--- config.mk ---
export PLATFORM = sky130hd
export DESIGN_NAME = i_decode
export DESIGN_NICKNAME = d
export VERILOG_FILES = /design/src/rtl/mips_pkg.sv /design/src/rtl/reg_file.sv /design/src/rtl/i_decode.sv
export SDC_FILE = /design/constraint.sdc
export NUM_CORES = 2
export LEC_CHECK = 0
export CAP_MARGIN = 5
export CORE_ASPECT_RATIO = 0.5
export CORE_UTILIZATION = 61
export CTS_CLUSTER_SIZE = 16
export DETAILED_ROUTE_END_ITERATION = 8
export PLACE_DENSITY = 0.8
export SLEW_MARGIN = 5
export SYNTH_ARGS = -nofsm -noshare
export SYNTH_HDL_FRONTEND = slang
export SYNTH_SLANG_ARGS = --single-unit
export TNS_END_PERCENT = 50
--- constraint.sdc ---
create_clock -name clk -period 2.5 [get_ports clk]
set_clock_uncertainty 0.15 [all_clocks]
set_input_delay 0.25 -clock clk [delete_from_list [all_inputs] [get_ports clk]]
set_output_delay 0.25 -clock clk [all_outputs]
set_load 0.02 [all_outputs]
--- src/rtl/mips_pkg.sv ---
// rtl/mips_pkg.sv - shared MIPS opcodes, control bundle layout and ALUOp codes
package mips_pkg;

  localparam logic [5:0] OP_RTYPE = 6'h00;
  localparam logic [5:0] OP_LW    = 6'h23;
  localparam logic [5:0] OP_SW    = 6'h2B;
  localparam logic [5:0] OP_BEQ   = 6'h04;

  localparam int WB_W = 2;
  localparam int M_W  = 3;
  localparam int EX_W = 4;

  localparam int WB_REGWRITE = 1;
  localparam int WB_MEMTOREG = 0;
  localparam int M_BRANCH    = 2;
  localparam int M_MEMREAD   = 1;
  localparam int M_MEMWRITE  = 0;
  localparam int EX_REGDST   = 3;
  localparam int EX_ALUOP_HI = 2;
  localparam int EX_ALUOP_LO = 1;
  localparam int EX_ALUSRC   = 0;

  localparam logic [1:0] ALUOP_ADD   = 2'b00;
  localparam logic [1:0] ALUOP_SUB   = 2'b01;
  localparam logic [1:0] ALUOP_FUNCT = 2'b10;

  typedef struct packed {
    logic [WB_W-1:0] wb;
    logic [M_W-1:0]  m;
    logic [EX_W-1:0] ex;
  } ctrl_t;

  function automatic logic [31:0] sign_ext16(input logic [15:0] v);
    return {{16{v[15]}}, v};
  endfunction

endpackage

--- src/rtl/reg_file.sv ---
// rtl/reg_file.sv - 32x32 register file, 2 read / 1 write; I_DECODE_WB_FORWARD_EN makes it write-first
module reg_file
  import mips_pkg::*;
(
  input  logic        clk,
  input  logic        rst,
  input  logic [4:0]  rs,
  input  logic [4:0]  rt,
  output logic [31:0] rs_data,
  output logic [31:0] rt_data,
  input  logic        we,
  input  logic [4:0]  wa,
  input  logic [31:0] wd
);

  logic [31:0] regs [32];
  logic        wr_ok;

  assign wr_ok = we && (wa != 5'd0);

  always_ff @(posedge clk) begin
    if (rst) begin
      for (int i = 0; i < 32; i++) regs[i] <= '0;
    end else if (wr_ok) begin
      regs[wa] <= wd;
    end
  end

`ifdef I_DECODE_WB_FORWARD_EN
  // wr_ok already excludes r0, so r0 can never pick up forwarded data
  assign rs_data = (rs == 5'd0) ? '0 : (wr_ok && wa == rs) ? wd : regs[rs];
  assign rt_data = (rt == 5'd0) ? '0 : (wr_ok && wa == rt) ? wd : regs[rt];
`else
  assign rs_data = (rs == 5'd0) ? '0 : regs[rs];
  assign rt_data = (rt == 5'd0) ? '0 : regs[rt];
`endif

endmodule

--- src/rtl/i_decode.sv ---
// rtl/i_decode.sv - MIPS ID stage: control decode, register read, ID/EX latch (I_DECODE_WB_FORWARD_EN)
module i_decode
  import mips_pkg::*;
(
  input  logic        clk,
  input  logic        rst,
  input  logic [31:0] IF_ID_IR,
  input  logic [31:0] IF_ID_NPC,
  input  logic        ID_flush,
  input  logic        MEM_WB_RegWrite,
  input  logic [4:0]  MEM_WB_rd,
  input  logic [31:0] WB_data,
  output logic [1:0]  ID_EX_WB,
  output logic [2:0]  ID_EX_M,
  output logic [3:0]  ID_EX_EX,
  output logic [31:0] ID_EX_NPC,
  output logic [31:0] ID_EX_A,
  output logic [31:0] ID_EX_B,
  output logic [31:0] ID_EX_imm,
  output logic [4:0]  ID_EX_rt,
  output logic [4:0]  ID_EX_rd
);

  logic [5:0]  opcode;
  logic [4:0]  rs, rt, rd;
  logic [31:0] rs_data, rt_data;
  ctrl_t       ctrl;

  assign opcode = IF_ID_IR[31:26];
  assign rs     = IF_ID_IR[25:21];
  assign rt     = IF_ID_IR[20:16];
  assign rd     = IF_ID_IR[15:11];

  reg_file u_reg_file (
    .clk     (clk),
    .rst     (rst),
    .rs      (rs),
    .rt      (rt),
    .rs_data (rs_data),
    .rt_data (rt_data),
    .we      (MEM_WB_RegWrite),
    .wa      (MEM_WB_rd),
    .wd      (WB_data)
  );

  always_comb begin
    ctrl = '0;
    case (opcode)
      OP_RTYPE: begin
        ctrl.wb[WB_REGWRITE]               = 1'b1;
        ctrl.ex[EX_REGDST]                 = 1'b1;
        ctrl.ex[EX_ALUOP_HI:EX_ALUOP_LO]   = ALUOP_FUNCT;
      end
      OP_LW: begin
        ctrl.wb[WB_REGWRITE]               = 1'b1;
        ctrl.wb[WB_MEMTOREG]               = 1'b1;
        ctrl.m[M_MEMREAD]                  = 1'b1;
        ctrl.ex[EX_ALUOP_HI:EX_ALUOP_LO]   = ALUOP_ADD;
        ctrl.ex[EX_ALUSRC]                 = 1'b1;
      end
      OP_SW: begin
        ctrl.m[M_MEMWRITE]                 = 1'b1;
        ctrl.ex[EX_ALUOP_HI:EX_ALUOP_LO]   = ALUOP_ADD;
        ctrl.ex[EX_ALUSRC]                 = 1'b1;
      end
      OP_BEQ: begin
        ctrl.m[M_BRANCH]                   = 1'b1;
        ctrl.ex[EX_ALUOP_HI:EX_ALUOP_LO]   = ALUOP_SUB;
      end
      default: ctrl = '0;
    endcase
  end

  // flush only squashes control; data fields still advance
  always_ff @(posedge clk) begin
    if (rst) begin
      ID_EX_WB  <= '0;
      ID_EX_M   <= '0;
      ID_EX_EX  <= '0;
      ID_EX_NPC <= '0;
      ID_EX_A   <= '0;
      ID_EX_B   <= '0;
      ID_EX_imm <= '0;
      ID_EX_rt  <= '0;
      ID_EX_rd  <= '0;
    end else begin
      ID_EX_WB  <= ID_flush ? '0 : ctrl.wb;
      ID_EX_M   <= ID_flush ? '0 : ctrl.m;
      ID_EX_EX  <= ID_flush ? '0 : ctrl.ex;
      ID_EX_NPC <= IF_ID_NPC;
      ID_EX_A   <= rs_data;
      ID_EX_B   <= rt_data;
      ID_EX_imm <= sign_ext16(IF_ID_IR[15:0]);
      ID_EX_rt  <= rt;
      ID_EX_rd  <= rd;
    end
  end

endmodule

==> results.md <==
- CP endpoint kind: output port
- CTS Buf Count: 99
- Worst-path clk slew: 70 ps
- Final setup viols: 0
- Cell leakage power: 25.36 nW
- Worst-skew pair later-pin latency: 740 ps
- Post-DR vias/cell: 6.816
- Yosys top cell area share: 53.04%
- Final wirelength: 190.1 mm
- Synth Register Bits: 1148
- Die ar.: 96340 µm²
- # DRC: 20
- Vias: 39140
- All-Layer GR Usage: 39.63%
- Initial DRC count: 7390
- # IOs: 252
- Wire per inst: 33.10 µm
- Max Cap Violations: 0
- Placed Area: 65070 µm²
- CP max FO: 1
- Die Span Y: 220.0 µm
- Unrepaired setup endpoints after global routing: false
- CTS tree: done
- First-pass GRT wire length: 268.6 mm
- Synth area leaders: edfxtp_1 (53%), mux4_2 (16%), and2_1 (11%), mux2i_1 (5.2%), dfxtp_1 (4.3%)
- Placed insts: 5489
- Sink Count: 1148
- Initial Util: 61.99%
- Count of cell types in the netlist: 40
- Delay-heaviest family, CP: buffers and inverters
- Biggest area consumer among synthesized cells: edfxtp_1
- Run status: complete, but fails checks
- Syn avg cell area: 14.86 µm²
- Setup ws final: 60.53 ps
- Remaining antenna violation count: 0
- Required time of the critical path: 2100 ps
- Cells after synthesis: 3900
- Mapped cell area: 57970 µm²
- Crit-path cells: clkdlybuf4s50_1
- H-tree levels: 3
- Area delta synth->final: 19.16%
- Grt ovf: 0
- Failing checks: design-rule violations
- Asr flop ratio synth: 0%
- Vias in the first global route: 38160
- Period utilization: 97.58%
- Main synth FF type: edfxtp_1
- Hold WS: 37.40 ps
- CP Launch Type: flop
- Peak VDD IR: 0.0005961 V
- Share of cells above drive strength 1: 26.70%
- Fmax: 409.9 MHz
- Pin count of the biggest net entering global routing: 67
- Hold Crit Class: in2reg
- Critical Path Slowest Stage Cell: clkdlybuf4s50_1
- Placer congestion estimate: 1.016
- Fin crit period: 2439 ps
- Max clock buf depth: 3
- Fillers: 5666
- Slew @ Worst Pin: 1074 ps
- CP peak stage delay: 700 ps
- Slew Viols, Final: 0
- Power density over the cells: 662.2 nW/µm²
- CTS root buffer: clkbuf_16
- Initial antenna violation count: 10
- DP Wirelength: 127.7 mm
- Finished layout cell area: 69080 µm²
- Synth Warn #: 0
- DP Worst Slack: -65.06 ps
- Core area: 93510 µm²
- Rel. slew slack: 28.10%
- Top-count cell post-synth: edfxtp_1
- Site Rows: 79
- IO Port Bufs: 251
- Proportion of synthesized chip area in sequential cells: 57.33%
- EDFF count, synth: 1024
- Finished Layout Cells: 5742
- Commonest cells post-synth: edfxtp_1 (1024), and2_1 (998), mux4_2 (420)
- Final hold violation count: 0
- Die W: 438.0 µm
- CP bufs+invs: 1
- Worst setup path class: reg2out
- Worst Path Arrival: 2040 ps
- Drt pass-1 iters: 9
- # nets final: 4497
routing by layer:
metal	vias up	wire length, µm	GRT usage, %
met1	19550	67170	53.49
met2	3431	81460	57.17
met4	8	6235	11.88
met3	507	35130	18.73
met5	-	69	0
li1	15650	-	-
registers in the layout, summed over array words and instances (netlist names):
| name | flops |
|---|---|
| u_reg_file.regs | 1024 |
| ID_EX_WB | 2 |
| ID_EX_M | 1 |
| ID_EX_imm | 15 |
| ID_EX_EX | 4 |
| ID_EX_rt | 5 |
| ID_EX_B | 32 |
| ID_EX_NPC | 32 |
| ID_EX_rd | 1 |
| ID_EX_A | 32 |
stage by stage:
step                power, mW  setup TNS (ps)  util [%]
finish                  45.74               0     73.87
global route            46.58               0     73.86
CTS                     45.41               0     73.85
detailed placement      29.25           -1442     69.58
global placement        29.09               0     69.58
floorplan               26.04               0         -
path summary, 6_finish.rpt:
path	startpoint	end	slack, ps	cells after the start
hold / removal	IF_ID_IR[26]	ID_EX_EX[0]	40	2
hold reg to reg	u_reg_file.regs[24][16]	ID_EX_A[16]	560	4
setup / recovery	ID_EX_B[14]	ID_EX_B[14]	60	1
setup reg to reg	u_reg_file.regs[4][10]	ID_EX_A[10]	350	5
cells in the final DEF (no fill, tap or decap), types with 4 or more instances in the layout:
master,instances
inv_6,5
nor2_2,29
nor2_1,6
o221ai_1,9
mux2i_1,304
mux4_2,420
or2_1,20
or2_2,50
o22ai_1,72
a21oi_1,28
dfxtp_1,123
clkdlybuf4s50_1,243
buf_4,359
a211oi_1,10
buf_12,107
clkbuf_1,14
clkinv_2,23
nand3_1,48
clkbuf_16,105
mux2_2,48
or3b_2,4
nand4_1,12
conb_1,32
buf_8,5
clkinv_1,10
nand3b_1,5
clkinvlp_4,4
and2_1,999
nor3_1,12
a31oi_1,22
diode_2,8
bufinv_16,9
dlygate4sd3_1,57
edfxtp_1,1024
a22oi_1,64
nand2_1,64
a211o_1,22
clkbuf_8,14
nor2b_1,69
layout make-up:
cell class	instances	area, µm²	share of cell area, %
Tap cell	1255	1570	2.273
Antenna cell	8	20.02	0.02898
Sequential cell	1148	33230	48.11
Clock inverter	55	545.5	0.7897
Clock buffer	133	2873	4.159
Timing Repair Buffer	773	7931	11.48
Multi-Input combinational cell	2370	22900	33.16
report_power, final:
part / switching (mW) / internal (mW)
Clock: 7.44 / 9.05
Sequential: 0.680 / 22.0
Combinational: 3.58 / 3.03
logic make-up after synthesis:
logic type / count (synthesis) / synth area share (%)
other: 1 / 0.006469
flip-flops: 1148 / 57.33
multiplexers: 772 / 22.50
AND/OR/NAND/NOR: 1336 / 13.90
AO/OA/AOI/OAI: 230 / 2.726
buffers and inverters: 413 / 3.540
what timing repair did:
item                                    CTS  global route
gates resized for setup                   0             1
hold endpoints to repair                 65             0
endpoints found under the setup margin    0            18
setup buffers                             0             0
hold buffers                             57             0
Power figures use the tool's default switching activity.
